File: src/rtl/if_stage.sv
// rtl/if_stage.sv - instruction fetch stage: PC sequencing, fetch handshake, misaligned-target fault
module if_stage #(
  parameter logic [31:0] RESET_PC = 32'h0000_0000
) (
  input  logic        clk,
  input  logic        clrn,
  output logic        imem_req,
  output logic [31:0] imem_addr,
  input  logic        imem_ack,
  input  logic [31:0] imem_rdata,
  input  logic [1:0]  pcsrc,
  input  logic [31:0] rs_data,
  input  logic        commit,
  output logic        instr_valid,
  output logic [31:0] inst,
  output logic [5:0]  op,
  output logic [5:0]  func,
  output logic [31:0] pc,
  output logic [31:0] pc4,
  output logic        fault
);

  typedef enum logic [1:0] {IDLE, FETCH, EXEC, FAULT} state_e;

  state_e      state_q, state_d;
  logic [31:0] pc_q, pc_d;
  logic [31:0] inst_q, inst_d;
  logic [31:0] br_off;
  logic [31:0] next_pc;

  assign pc        = pc_q;
  assign pc4       = pc_q + 32'd4;
  assign inst      = inst_q;
  assign op        = inst_q[31:26];
  assign func      = inst_q[5:0];
  assign imem_addr = pc_q;
  assign br_off    = {{14{inst_q[15]}}, inst_q[15:0], 2'b00};

  always_comb begin
    next_pc = pc4;
    case (pcsrc)
      2'b00:   next_pc = pc4;
      2'b01:   next_pc = pc4 + br_off;
      2'b10:   next_pc = rs_data;
      default: next_pc = {pc4[31:28], inst_q[25:0], 2'b00};
    endcase
  end

  // pcsrc/rs_data only matter through next_pc, which is consumed solely on an EXEC commit
  always_comb begin
    state_d     = state_q;
    pc_d        = pc_q;
    inst_d      = inst_q;
    imem_req    = 1'b0;
    instr_valid = 1'b0;
    fault       = 1'b0;
    case (state_q)
      IDLE: begin
        state_d = FETCH;
      end
      FETCH: begin
        imem_req = 1'b1;
        if (imem_ack) begin
          inst_d  = imem_rdata;
          state_d = EXEC;
        end
      end
      EXEC: begin
        instr_valid = 1'b1;
        if (commit) begin
          if (next_pc[1:0] != 2'b00) begin
            state_d = FAULT;
          end else begin
            pc_d    = next_pc;
            state_d = FETCH;
          end
        end
      end
      FAULT: begin
        fault = 1'b1;
      end
      default: begin
        state_d = IDLE;
      end
    endcase
  end

  always_ff @(posedge clk or negedge clrn) begin
    if (!clrn) begin
      state_q <= IDLE;
      pc_q    <= RESET_PC;
      inst_q  <= 32'h0;
    end else begin
      state_q <= state_d;
      pc_q    <= pc_d;
      inst_q  <= inst_d;
    end
  end

endmodule

File: config.mk
export PLATFORM = sky130hd
export DESIGN_NAME = if_stage
export DESIGN_NICKNAME = d
export VERILOG_FILES = /design/src/rtl/if_stage.sv
export SDC_FILE = /design/constraint.sdc
export NUM_CORES = 1
export LEC_CHECK = 0
export BUFFER_PORTS_ARGS = -buffer_cell sky130_fd_sc_hd__buf_2
export CELL_PAD_IN_SITES_DETAIL_PLACEMENT = 0
export CELL_PAD_IN_SITES_GLOBAL_PLACEMENT = 1
export CORE_UTILIZATION = 37
export CTS_CLUSTER_SIZE = 25
export DETAILED_ROUTE_END_ITERATION = 8
export PLACE_DENSITY = 0.82
export SKIP_LAST_GASP = 1
export SLEW_MARGIN = 20
export SYNTH_ARGS = -nofsm -noshare
export SYNTH_HDL_FRONTEND = slang
export SYNTH_SLANG_ARGS = --single-unit
File: constraint.sdc
create_clock -name clk -period 4.2 [get_ports clk]
set_clock_uncertainty 0.2 [all_clocks]
set_input_delay 0 -clock clk [delete_from_list [all_inputs] [get_ports clk]]
set_output_delay 0 -clock clk [all_outputs]
set_load 0.005 [all_outputs]
# [Yosys cells after proc, flatten, opt, wreduce, memory -nomap -nowiden]
# Cells that the tools add are included.
[classes] n_eq_ne=7 bitwise_logic=1 mux=8 n_addsub=2 reduce_logical=7
[op_table] cell="one-hot mux 32 bit (3 select lines)" n=1
[op_table] cell="adder 32 x 3 -> 32 bit (second input constant)" n=1
[op_table] cell="adder 32 bit" n=1
[op_table] cell="equality test 2 bit (second input constant)" n=3
[op_table] cell="2-to-1 mux 2 bit" n=3
[op_table] cell="one-hot mux 2 bit (3 select lines)" n=1
[op_table] cell="AND reduction 3 bit" n=2
[op_table] cell="equality test 2 x 1 -> 1 bit (second input constant)" n=2
[op_table] cell="zero test 2 bit" n=2
[op_table] cell="!= test 2 bit (second input constant)" n=2
[op_table] cell="2-to-1 mux 1 bit" n=3
[op_table] cell="nonzero test 3 bit" n=1
[op_table] cell="AND reduction 2 bit" n=1
[op_table] cell="nonzero test 2 bit" n=1
[op_table] cell="inverter 1 bit" n=1
[word_totals] out_inout_bits=143 reg_bits=66 word_cells=28 inputBits=70

# [Longest topological paths before layout]
# Gate-level depths: netlist of run 1.
[depth] word_depth=7 ltp_mapped=17 ltp_nobuf=16

# [Worst setup path after synthesis of run 1]
# No wires, ideal clock.
[synth_timing] path_type="register to register" from="reg pc_q[2] (netlist: imem_addr[2])" to="reg pc_q[19] (netlist: imem_addr[19])" slack_ns=0.290 arrival_time_ns=3.585 period_less_slack_ns=3.910 path_buffers=1 stages_incl_launch_ff=18 required_time_ns=3.875 path_cell_list="dfrtp_1 ha_1 nand3_1 or2_1 nor2_1 nand3_1 xnor2_1 ha_1 buf_2 a21oi_1 o21ai_0 a21oi_1 a21boi_1 o21a_1 nor2_1 xnor2_1 mux4_2 mux2_2"
[synth_via] elab_chain_cells=3
[synth_lines] item="start: declaration" line="26" text="logic [31:0] pc_q, pc_d;"
[synth_lines] item="start signal: assignment" line="95" text="pc_q <= pc_d;"
[synth_lines] item="adder 32 x 3 -> 32 bit" line="32" text="assign pc4 = pc_q + 32'd4;"
[synth_lines] item="named net pc4[16]" line="19" text="output logic [31:0] pc4,"
[synth_lines] item="adder 32 bit" line="43" text="2'b01: next_pc = pc4 + br_off;"
[synth_lines] item="one-hot mux 32 bit (3 select lines)" line="41" text="case (pcsrc)"
# The timed path passes the listed nets, and every way through them passes these cells.
# A chain may end at the register's enable or synchronous reset.

# [Worst setup path after layout of run 1]
[layout_timing] from="reg pc_q[10] (netlist: imem_addr[10])" to="reg pc_q[19] (netlist: imem_addr[19])"
[layout_via] elab_chain_cells=3
[layout_lines] item="adder 32 x 3 -> 32 bit *" line="32"
[layout_lines] item="adder 32 bit" line="43"
[layout_lines] item="one-hot mux 32 bit (3 select lines) *" line="41"
# Every way passes the cells marked *; elsewhere a longest branch is shown, timed or not.

==> results of run 1 <==
[registers in the layout, summed over array words and instances (netlist names)]
| signal | cells |
|---|---|
| imem_addr | 32 |
| inst | 32 |
| state_q | 2 |
[logic make-up (layout without fill, tap and decap cells)]
kind of cell             after synthesis  in the layout  synth area share
XOR/XNOR                              47             47            0.0713
adder cells (fa/ha/maj)               41             41            0.0885
AO/OA/AOI/OAI                        141            141             0.162
buffers and inverters                 95            340            0.0905
flip-flops                            66             66             0.281
AND/OR/NAND/NOR                      184            184             0.148
multiplexers                          68             68             0.159
[power by group through the flow]
stage | Combinational (mW) | Clock (mW) | Sequential, mW
floorplan | 2.79 | 0 | 1.30
global placement | 3.92 | 0 | 1.34
detailed placement | 3.94 | 0 | 1.35
CTS | 4.02 | 0.737 | 1.34
global route | 4.51 | 0.758 | 1.41
finish | 4.07 | 0.723 | 1.35
[final timing paths]
check | end | slack, ns | cells after the start | start
worst min-delay path | imem_addr[22]$_DFFE_PN0P_ | 0.03 | 5 | rs_data[22]
max in group asynchronous | imem_addr[15]$_DFFE_PN0P_ | 2.71 | 3 | clrn
worst min register to register | inst[19]$_DFFE_PN0P_ | 0.32 | 1 | inst[19]$_DFFE_PN0P_
worst max register to register | imem_addr[19]$_DFFE_PN0P_ | 0.23 | 15 | imem_addr[10]$_DFFE_PN0P_
min in group asynchronous | inst[1]$_DFFE_PN0P_ | 0.10 | 2 | clrn
worst max-delay path | imem_addr[19]$_DFFE_PN0P_ | 0.23 | 15 | imem_addr[10]$_DFFE_PN0P_
[layout by cell type (no fill, tap or decap), types with 36 or more instances in the layout]
cell type / instances
mux2_2: 41
ha_1: 37
a21oi_1: 39
dlygate4sd3_1: 62
nor2_1: 36
dfrtp_1: 66
nand2_1: 72
buf_2: 212
[stage by stage]
stage / setup TNS (ns) / setup slack, ns / total power [mW] / area [sq um]
2_1_floorplan: 0 / 0.290 / 4.09 / 5880
3_3_place_gp: 0 / 0.203 / 5.26 / 6960
3_5_place_dp: 0 / 0.0329 / 5.29 / 6960
4_1_cts: 0 / 0.0315 / 6.10 / 7850
5_1_grt: -0.0684 / -0.0684 / 6.67 / 7920
6_report: 0 / 0.229 / 6.14 / 7920
[final cells by class]
type | instances | area [sq um]
clock buffer | 9 | 225
clock inverter | 7 | 51.3
fill | 1431 | 7450
inverter | 25 | 93.8
multi-input combinational | 481 | 3770
sequential | 66 | 1650
tap | 211 | 264
timing repair buffer | 299 | 1870
[cell usage after synthesis (9+ instances only)]
cell type	count	area, sq um
nand2_1	72	270
mux2_2	41	462
o21ai_0	26	130
nand4_1	9	56.3
xor2_1	18	158
dfrtp_1	66	1650
inv_1	25	93.8
nor2_1	38	143
mux2i_1	11	110
nor3_1	13	65.1
a21o_1	14	105
clkbuf_1	15	56.3
mux4_2	16	360
xnor2_1	28	245
buf_4	46	345
a21oi_1	41	205
nand3_1	18	90.1
ha_1	40	500
[worst reg2reg max path, cell delays in order, from the launching register on]
cell	delay [ns]
dfrtp_1	0.44
nand3_1	0.16
or2_2	0.41
nor2_4	0.20
nand2_1	0.11
xnor2_2	0.16
ha_2	0.43
nand2_1	0.14
nor3_1	0.23
o211ai_2	0.15
a21boi_1	0.21
o21a_1	0.13
nor2_1	0.06
xnor2_1	0.12
mux4_2	0.44
mux2_2	0.27
[per-layer routing]
layer / wire length (um) / part of all wire / vias up / global-route usage
met5: 0 / 0 / - / 0
met4: 391 / 0.020 / 0 / 0.0900
met3: 1100 / 0.057 / 28 / 0.0380
met2: 8970 / 0.46 / 226 / 0.406
met1: 8890 / 0.46 / 2782 / 0.321
li1: - / - / 2755 / -
[repair_timing]
action | CTS | global route
hold endpoints to repair | 91 | 0
setup endpoints to repair | 0 | 11
hold buffers | 62 | 0
resized for setup | 0 | 16
buffers inserted | 0 | 0
==> qor.yml, run 1 <==
setup_path:
  crit_path_start_kind: "register"
  worst-setup-path-type: "register to register"
  arrival_ns: 4.00
  required_ns: 4.23
  worst-path-max-fanout: 6
  slowest_delay_ns: 0.44
  cp_num_buf_inv: 0
  crit_chain: "nand3_1 -> or2_2 -> nor2_4 -> nand2_1 -> xnor2_2 -> ha_2 -> nand2_1 -> nor3_1 -> o211ai_2 -> a21boi_1 -> o21a_1 -> nor2_1 -> xnor2_1 -> mux4_2 -> mux2_2"
  crit_slowest_cell: "dfrtp_1"
  cpLargestDelayFamily: "simple AND/OR/NAND/NOR gates"
  cp-end-kind: "register"
  crit_path_frequent_cell: "nand2_1"
layout:
  diodes: 0
  finalNonFillerCells: 1098
  drive_above_1_share: 0.381
  synthToLayoutAreaGrowth_pct: 34.8
  utilization: 0.515
  fin_nets: 993
placement:
  numPortBuffers: 212
  gp_congestion: 0.877
  dp.cells: 1020
  hpwlAfterDp_um: 14100
grt:
  track_usage: 0.245
  grt_max_degree: 51
  antenna_found_initial: 0
  overflow: 0
  grt_pass1_vias: 5681
  grt_pass1_wl_um: 30600
floorplan:
  ios: 213
  die_x_um: 128
  fp-row-count: 45
  dieArea_sq_um: 16400
  coreArea_sq_um: 15400
  chipHeight_um: 128
  initial_utilization: 0.382
synthesis:
  ys_async_sr_fraction: 1.00
  syn-cell-area_sq_um: 5880
  ys_seq_area_frac: 0.281
  dominantRegCellSynth: "dfrtp_1"
  synth_cells: 642
  synth_edf_count: 0
  ys_seq_elements: 66
  synth_fp_nets: 753
  syn_avg_cell_area_sq_um: 9.16
  synth_cell_types: 66
  ys_warn_count: 0
clocking:
  cts_made_buffers: 9
  clkTransAtPathRegs_ns: 0.06
  insertion_delay_ns: 0.35
  cts_max_path_buffers: 2
  cts_tree: "built"
  cts_root_buf: "clkbuf_16"
  cts_max_level: 3
  cts_sinks: 66
power_and_ir_drop:
  p_sw_frac: 0.461
  power_density_nw_per_um2: 775
  intPower_mw: 3.31
  p_sw_mw: 2.83
  seqPwrFrac: 0.219
  p_leak_nw: 3.89
  comb_power_share: 0.663
  power.share.clock: 0.118
  ir_worst_vdd_mv: 0.374
sta:
  max_slew_margin: 0.429
  drv_slew: 0
  fmax_ghz: 0.252
  hold_ws_ns: 0.0286
  setup_violations: 0
  max_slew.worst_pin.slew_ns: 0.856
  hold_viol: 0
  grt_setup_unrepaired: "yes"
  min_period_over_period: 0.946
  min_period_ns: 3.97
route:
  dr.pass1.iters: 5
  route.detailed.drc: 0
  ant_nets: 0
  num_vias: 5791
  wl_per_cell_um: 17.6
  drt_iter0_drc: 289
  vias_per_cell: 5.27
  routed_wirelength_um: 19400
status:
  run_status: "finished clean"
job:
  cap_violations: 0
hold_path:
  hp-class: "primary input to register"
Note: power is estimated with default switching activity, not from simulation.
==> inputs of run 2 (changes only) <==
ABC_AREA = 1   (was unset)
CORE_UTILIZATION = 36   (was 37)
PLACE_DENSITY = 0.84   (was 0.82)
==> qor.yml, run 2 <==
synthesis:
  ys_seq_area_frac: 0.249  # -0.0321
  ys_seq_elements: 66  # unchanged
  synth_cell_types: 48  # -27%
  synth_fp_nets: 1152  # +53%
  yosysTopAreaCellShare: 0.249  # -0.0321
  synth_top_family_by_area: "simple AND/OR/NAND/NOR gates"
  yosysTopAreaCell: "dfrtp_1"
  synth_area_leaders: "dfrtp_1 (25%), nand2_1 (17%), inv_1 (8.5%)"
  synth_xor_xnor_area_share: 0.0223  # -0.0491
  synth_edf_count: 0  # unchanged
  syn-cell-area_sq_um: 6640  # +13%
  ys_async_sr_fraction: 1.00  # unchanged
  yosys.area_share.simple: 0.332  # +0.184
  synth.most_common_cell: "nand2_1"
  dominantRegCellSynth: "dfrtp_1"
  ys_warn_count: 0  # unchanged
  synth_commonest_cells: "nand2_1 (303), inv_1 (151), a21oi_1 (87), nor2_1 (87), nand3_1 (67)"
  syn_avg_cell_area_sq_um: 6.37  # -30%
  synth_compound_area_frac: 0.141  # -0.0210
  synth.mux.area_fraction: 0.0185  # -0.140
  synth_cells: 1041  # +62%
  synth-adder-area-share: 0.0784  # -0.0101
floorplan:
  chipHeight_um: 138  # +7.6%
  fp-row-count: 49  # +8.9%
  initial_utilization: 0.368  # -0.0143
  coreArea_sq_um: 18000  # +17%
  dieArea_sq_um: 19000  # +16%
  die_x_um: 138  # +7.6%
  ios: 213  # unchanged
layout:
  synthToLayoutAreaGrowth_pct: 28.9
  utilization: 0.475  # -0.0408
  fin_nets: 1382  # +39%
  diodes: 0  # unchanged
  final_common_cell: "nand2_1"
  layout_common_cells: "nand2_1 (302), buf_2 (212), inv_1 (151)"
  drive_above_1_share: 0.219  # -0.162
  nFillCells: 1922  # +34%
power_and_ir_drop:
  power.share.clock: 0.121  # +0.003
  p_leak_nw: 4.70  # +21%
  intPower_mw: 3.17  # -4.3%
  p_sw_mw: 3.79  # +34%
  power_density_nw_per_um2: 813  # +4.9%
  ir_worst_vdd_mv: 0.334  # -11%
  p_sw_frac: 0.544  # +0.0837
  p_total_mw: 6.96  # +13%
  comb_power_share: 0.680  # +0.017
  seqPwrFrac: 0.199  # -0.020
placement:
  hpwlAfterDp_um: 20200  # +43%
  gp_congestion: 0.942  # +7.4%
  numPortBuffers: 212  # unchanged
clocking:
  cts_sinks: 66  # unchanged
  cts_root_buf: "clkbuf_16"
  cts_max_path_buffers: 2  # unchanged
  postCtsSetupRepairBufs: 0  # unchanged
  cts_made_buffers: 9  # unchanged
  insertion_delay_ns: 0.36  # about the same
  cts_tree: "built"
  cts_max_level: 3  # unchanged
  clkTransAtPathRegs_ns: 0.07  # about the same
sta:
  fmax_ghz: 0.270  # +7.3%
  max_slew.worst_pin.slew_ns: 0.870  # +0.0136 ns
  grt_setup_unrepaired: "no"
  tns_ns: 0  # unchanged
  max_slew_margin: 0.419  # -0.00988
  hold_viol: 0  # unchanged
  min_period_over_period: 0.881  # -0.0641
  hold_ws_ns: 0.0467  # +0.0181 ns
  setup_violations: 0  # unchanged
  drv_slew: 0  # unchanged
  min_period_ns: 3.70  # -0.269 ns
route:
  route.detailed.drc: 0  # unchanged
  drt_iter0_drc: 578  # +100%
  dr.pass1.iters: 5  # unchanged
  wl_per_cell_um: 17.5  # -0.78%
  vias_per_cell: 5.04  # -4.5%
  num_vias: 7583  # +31%
  ant_nets: 0  # unchanged
  routed_wirelength_um: 26300  # +36%
setup_path:
  worst-setup-path-type: "register to register"
  crit_path_start_kind: "register"
  required_ns: 4.25  # +0.02 ns
  cp-end-kind: "register"
  worst-path-max-fanout: 7  # +1
  arrival_ns: 3.75  # -0.25 ns
  r2r-end: "imem_addr[24]$_DFFE_PN0P_"
  reg2reg_depth: 21  # +6
  r2r-start: "imem_addr[2]$_DFFE_PN0P_"
  reg2reg_setup_slack_ns: 0.50  # +0.27 ns
grt:
  grt_max_degree: 55  # +7.8%
  grt_pass1_vias: 7215  # +27%
  grt_pass1_wl_um: 40000  # +31%
  antenna_found_initial: 0  # unchanged
  track_usage: 0.285  # +0.0409
  overflow: 0  # unchanged
status:
  run_status: "finished clean"
job:
  cap_violations: 0  # unchanged
hold_path:
  hp-class: "primary input to asynchronous set/reset pin"
[run 2: cell types whose count changed in the layout (fill, tap and decap cells not counted), moves of 6 or more]
cell | previous run | this run
nand3_1 | 18 | 67
buf_4 | 25 | 9
nand2_1 | 72 | 302
a31oi_1 | 7 | 0
inv_1 | 25 | 151
a21oi_1 | 39 | 87
xnor2_1 | 25 | 3
nor2_1 | 36 | 87
and3_1 | 6 | 0
mux2_2 | 41 | 10
mux2i_1 | 11 | 1
a21o_1 | 14 | 0
mux4_2 | 16 | 0
o21ai_0 | 25 | 63
[run 2: how the worst max path moves through the flow]
stage	endpoint	cells after the start	start	slack [ns]
2_1_floorplan	imem_addr[24]$_DFFE_PN0P_	21	imem_addr[2]$_DFFE_PN0P_	1.10
4_1_cts	imem_addr[24]$_DFFE_PN0P_	21	imem_addr[2]$_DFFE_PN0P_	0.49
3_3_place_gp	imem_addr[23]$_DFFE_PN0P_	17	imem_addr[2]$_DFFE_PN0P_	0.59
6_report	imem_addr[24]$_DFFE_PN0P_	21	imem_addr[2]$_DFFE_PN0P_	0.50
5_1_grt	imem_addr[24]$_DFFE_PN0P_	21	imem_addr[2]$_DFFE_PN0P_	0.14
3_5_place_dp	imem_addr[24]$_DFFE_PN0P_	21	imem_addr[2]$_DFFE_PN0P_	0.52
[run 2: area by class of cell]
class / instances / area, sq um / share of cell area
Multi-Input combinational cell: 753 / 3940 / 0.460
Timing Repair Buffer: 287 / 1790 / 0.209
Sequential cell: 66 / 1650 / 0.193
Inverter: 154 / 578 / 0.0676
Tap cell: 229 / 287 / 0.0335
Clock buffer: 9 / 225 / 0.0263
Clock inverter: 7 / 85.1 / 0.00995
[run 2: metal layers]
metal | global-route usage | up-vias | part of all wire
li1 | - | 3751 | -
met5 | 0 | - | 0
met1 | 0.388 | 3511 | 0.45
met4 | 0.0882 | 0 | 0.024
met3 | 0.0405 | 48 | 0.062
met2 | 0.465 | 273 | 0.46
[run 2: cell families (layout without fill, tap and decap cells)]
family	after synthesis	after routing
buffers and inverters	222	457
adder cells (fa/ha/maj)	41	41
AO/OA/AOI/OAI	173	173
flip-flops	66	66
AND/OR/NAND/NOR	512	512
XOR/XNOR	16	16
multiplexers	11	11
[run 2: per-stage QoR]
step           setup WS [ns]  instance area, sq um  std cells
6_report               0.498                  8550       1505
5_1_grt                0.144                  8550       1505
3_3_place_gp           0.585                  7580       1423
3_5_place_dp           0.517                  7580       1423
4_1_cts                0.495                  8550       1505
2_1_floorplan           1.10                  6640       1041
[run 2: critical path: stages, from the launching register on]
cell and delay [ns]:
dfrtp_1 0.43, ha_1 0.24, nand3_2 0.12, nor2_4 0.15, nand3_2 0.11, nor2_4 0.21, nand2_4 0.11, nor2_4 0.11
nand2_1 0.08, and2_1 0.20, ha_1 0.37, nand2_1 0.12, nor3_1 0.39, nand2_1 0.14, nor2_1 0.11, nand2_1 0.08
nand3_1 0.12, nand2_1 0.05, nand3_1 0.08, nand2_1 0.06, nand2_1 0.05, nand2_1 0.05
[run 2: power by group through the flow]
stage	Sequential [mW]	Combinational, mW	Clock [mW]
floorplan	1.28	3.19	0
global placement	1.38	4.60	0
detailed placement	1.38	4.60	0
CTS	1.38	4.68	0.839
global route	1.43	5.33	0.873
finish	1.38	4.73	0.839
[run 2: what timing repair did]
| item | 4_1_cts | 5_1_grt |
|---|---|---|
| resized for setup | 0 | 0 |
| hold buffers | 66 | 0 |
| hold endpoints to repair | 93 | 0 |
==> inputs of run 3 (changes only) <==
ABC_AREA = 0   (was 1)
CORE_UTILIZATION = 37   (was 36)
PLACE_DENSITY = 0.79   (was 0.84)
==> qor.yml, run 3 (synthesis results as in run 1) <==
status:
  run_status: "finished clean"
sta:
  tns_ns: 0  # unchanged
  setup_violations: 0  # unchanged
  max_slew.worst_pin.slew_ns: 0.850  # -0.0198 ns
  min_period_ns: 3.92  # +0.218 ns
  min_period_over_period: 0.933  # +0.0520
  max_slew_margin: 0.434  # +0.0141
  fmax_ghz: 0.255  # -5.6%
  drv_slew: 0  # unchanged
  grt_setup_unrepaired: "no"
  hold_viol: 0  # unchanged
setup_path:
  cp-end-kind: "register"
  cpLargestDelayFamily: "simple AND/OR/NAND/NOR gates"
  worst-path-max-fanout: 7  # unchanged
  crit_path_start_kind: "register"
  slowest_delay_ns: 0.45  # +0.02 ns
  cp_num_buf_inv: 0  # unchanged
  crit_slowest_cell: "mux4_2"
  worst-setup-path-type: "register to register"
  reg2reg_setup_slack_ns: 0.28  # -0.22 ns
  crit_chain: "ha_1 -> nand3_1 -> or2_1 -> nor2_4 -> nand3_1 -> xnor2_1 -> ha_1 -> a21oi_1 -> o21ai_0 -> a21oi_2 -> a21boi_1 -> o21a_1 -> nor2_1 -> xnor2_1 -> mux4_2 -> mux2_2"
  required_ns: 4.22  # -0.03 ns
  arrival_ns: 3.94  # +0.19 ns
route:
  routed_wirelength_um: 19500  # -26%
  num_vias: 5815  # -23%
  dr.pass1.iters: 4  # -1
  vias_per_cell: 5.30  # +5.1%
  route.detailed.drc: 0  # unchanged
  ant_nets: 0  # unchanged
  drt_iter0_drc: 317  # -45%
  wl_per_cell_um: 17.7  # +1.3%
layout:
  layout_common_cells: "buf_2 (212), nand2_1 (71), dfrtp_1 (65)"
  final_area_sq_um: 7930  # -7.3%
  fin_nets: 993  # -28%
  diodes: 0  # unchanged
  finalNonFillerCells: 1098  # -27%
  final_common_cell: "buf_2"
  drive_above_1_share: 0.375  # +0.156
  synthToLayoutAreaGrowth_pct: 34.9
clocking:
  cts_tree: "built"
  cts_made_buffers: 9  # unchanged
  cts_max_level: 3  # unchanged
  insertion_delay_ns: 0.34  # -0.02 ns
  postCtsSetupRepairBufs: 0  # unchanged
  cts_sinks: 66  # unchanged
  cts_max_path_buffers: 2  # unchanged
  cts_root_buf: "clkbuf_16"
  clkTransAtPathRegs_ns: 0.06  # about the same
grt:
  track_usage: 0.243  # -0.0422
  grt_max_degree: 51  # -7.3%
  antenna_found_initial: 0  # unchanged
  grt_pass1_wl_um: 30500  # -24%
  overflow: 0  # unchanged
  grt_pass1_vias: 5598  # -22%
power_and_ir_drop:
  power_density_nw_per_um2: 781  # -3.9%
  ir_worst_vdd_mv: 0.407  # +22%
  p_leak_nw: 3.88  # -17%
floorplan:
  dieArea_sq_um: 16400  # -14%
  die_x_um: 128  # -7.1%
  fp-row-count: 45  # -8.2%
  chipHeight_um: 128  # -7.1%
  initial_utilization: 0.382  # +0.0143
  ios: 213  # unchanged
  coreArea_sq_um: 15400  # -15%
placement:
  numPortBuffers: 212  # unchanged
  gp_congestion: 0.877  # -6.8%
  dp.cells: 1019  # -28%
  placed_area_sq_um: 6950  # -8.3%
  hpwlAfterDp_um: 14200  # -29%
hold_path:
  hp-class: "primary input to register"
job:
  cap_violations: 0  # unchanged
[run 3: changes by cell type in the layout (fill, tap and decap cells not counted), moves of 31 or more]
cell     change
mux2_2      +31
o21ai_0     -37
inv_1      -126
nand3_1     -49
nand2_1    -231
nor2_1      -51
a21oi_1     -48
[run 3: final timing paths]
kind | from | to | depth (start not counted)
max reg2reg | imem_addr[3]$_DFFE_PN0P_ | imem_addr[19]$_DFFE_PN0P_ | 16
min reg2reg | inst[19]$_DFFE_PN0P_ | inst[19]$_DFFE_PN0P_ | 1
min in group asynchronous | clrn | inst[26]$_DFFE_PN0P_ | 2
min | rs_data[20] | imem_addr[20]$_DFFE_PN0P_ | 5
max in group asynchronous | clrn | imem_addr[2]$_DFFE_PN0P_ | 3
max | imem_addr[3]$_DFFE_PN0P_ | imem_addr[19]$_DFFE_PN0P_ | 16
[run 3: through the flow]
step	utilization	worst slack [ns]	hold WS, ns	total power, mW
final	0.516	0.280	0.0172	6.19
after global routing	0.516	0.0106	0.0782	6.74
after CTS	0.513	0.00848	0.00619	6.18
after detailed placement	0.452	0.0367	-0.0717	5.29
after global placement	0.452	0.207	-0.0758	5.27
after floorplan	-	0.290	-0.496	4.09
[run 3: cell type report]
cell class,instances,area (sq um)
multi-input cells,481,3740
fillers,1439,7440
clock inverters,4,50.0
clock buffers,12,256
repair buffers,299,1870
well taps,211,264
flip-flops and latches,66,1650
inverters,25,93.8
[run 3: report_power, final]
part	internal (mW)	total (mW)	switching (mW)	leakage, nW
Sequential	0.932	1.35	0.419	0.804
Combinational	1.96	4.05	2.09	2.94
Clock	0.491	0.791	0.300	0.145
[run 3: repair_timing]
action | 4_1_cts | 5_1_grt
setup endpoints to repair | 0 | 9
hold buffers | 63 | 0
gates resized for setup | 0 | 11
hold endpoints to repair | 91 | 0
[run 3: worst register-to-register path: cells and delay by family, from the launching register on]
family,cells,cell delay [ns]
compound gates,5,0.69
xor+xnor,2,0.32
simple gates,5,0.91
mux,2,0.72
flops,1,0.41
fa+ha+maj,2,0.57
[run 3: metal layers]
metal  global-route usage  up-vias  wire [um]
met3               0.0405       26       1040
met2                0.414      222       9260
li1                     -     2756          -
met4               0.0678        0        362
met1                0.318     2811       8800
met5                    0        -          0
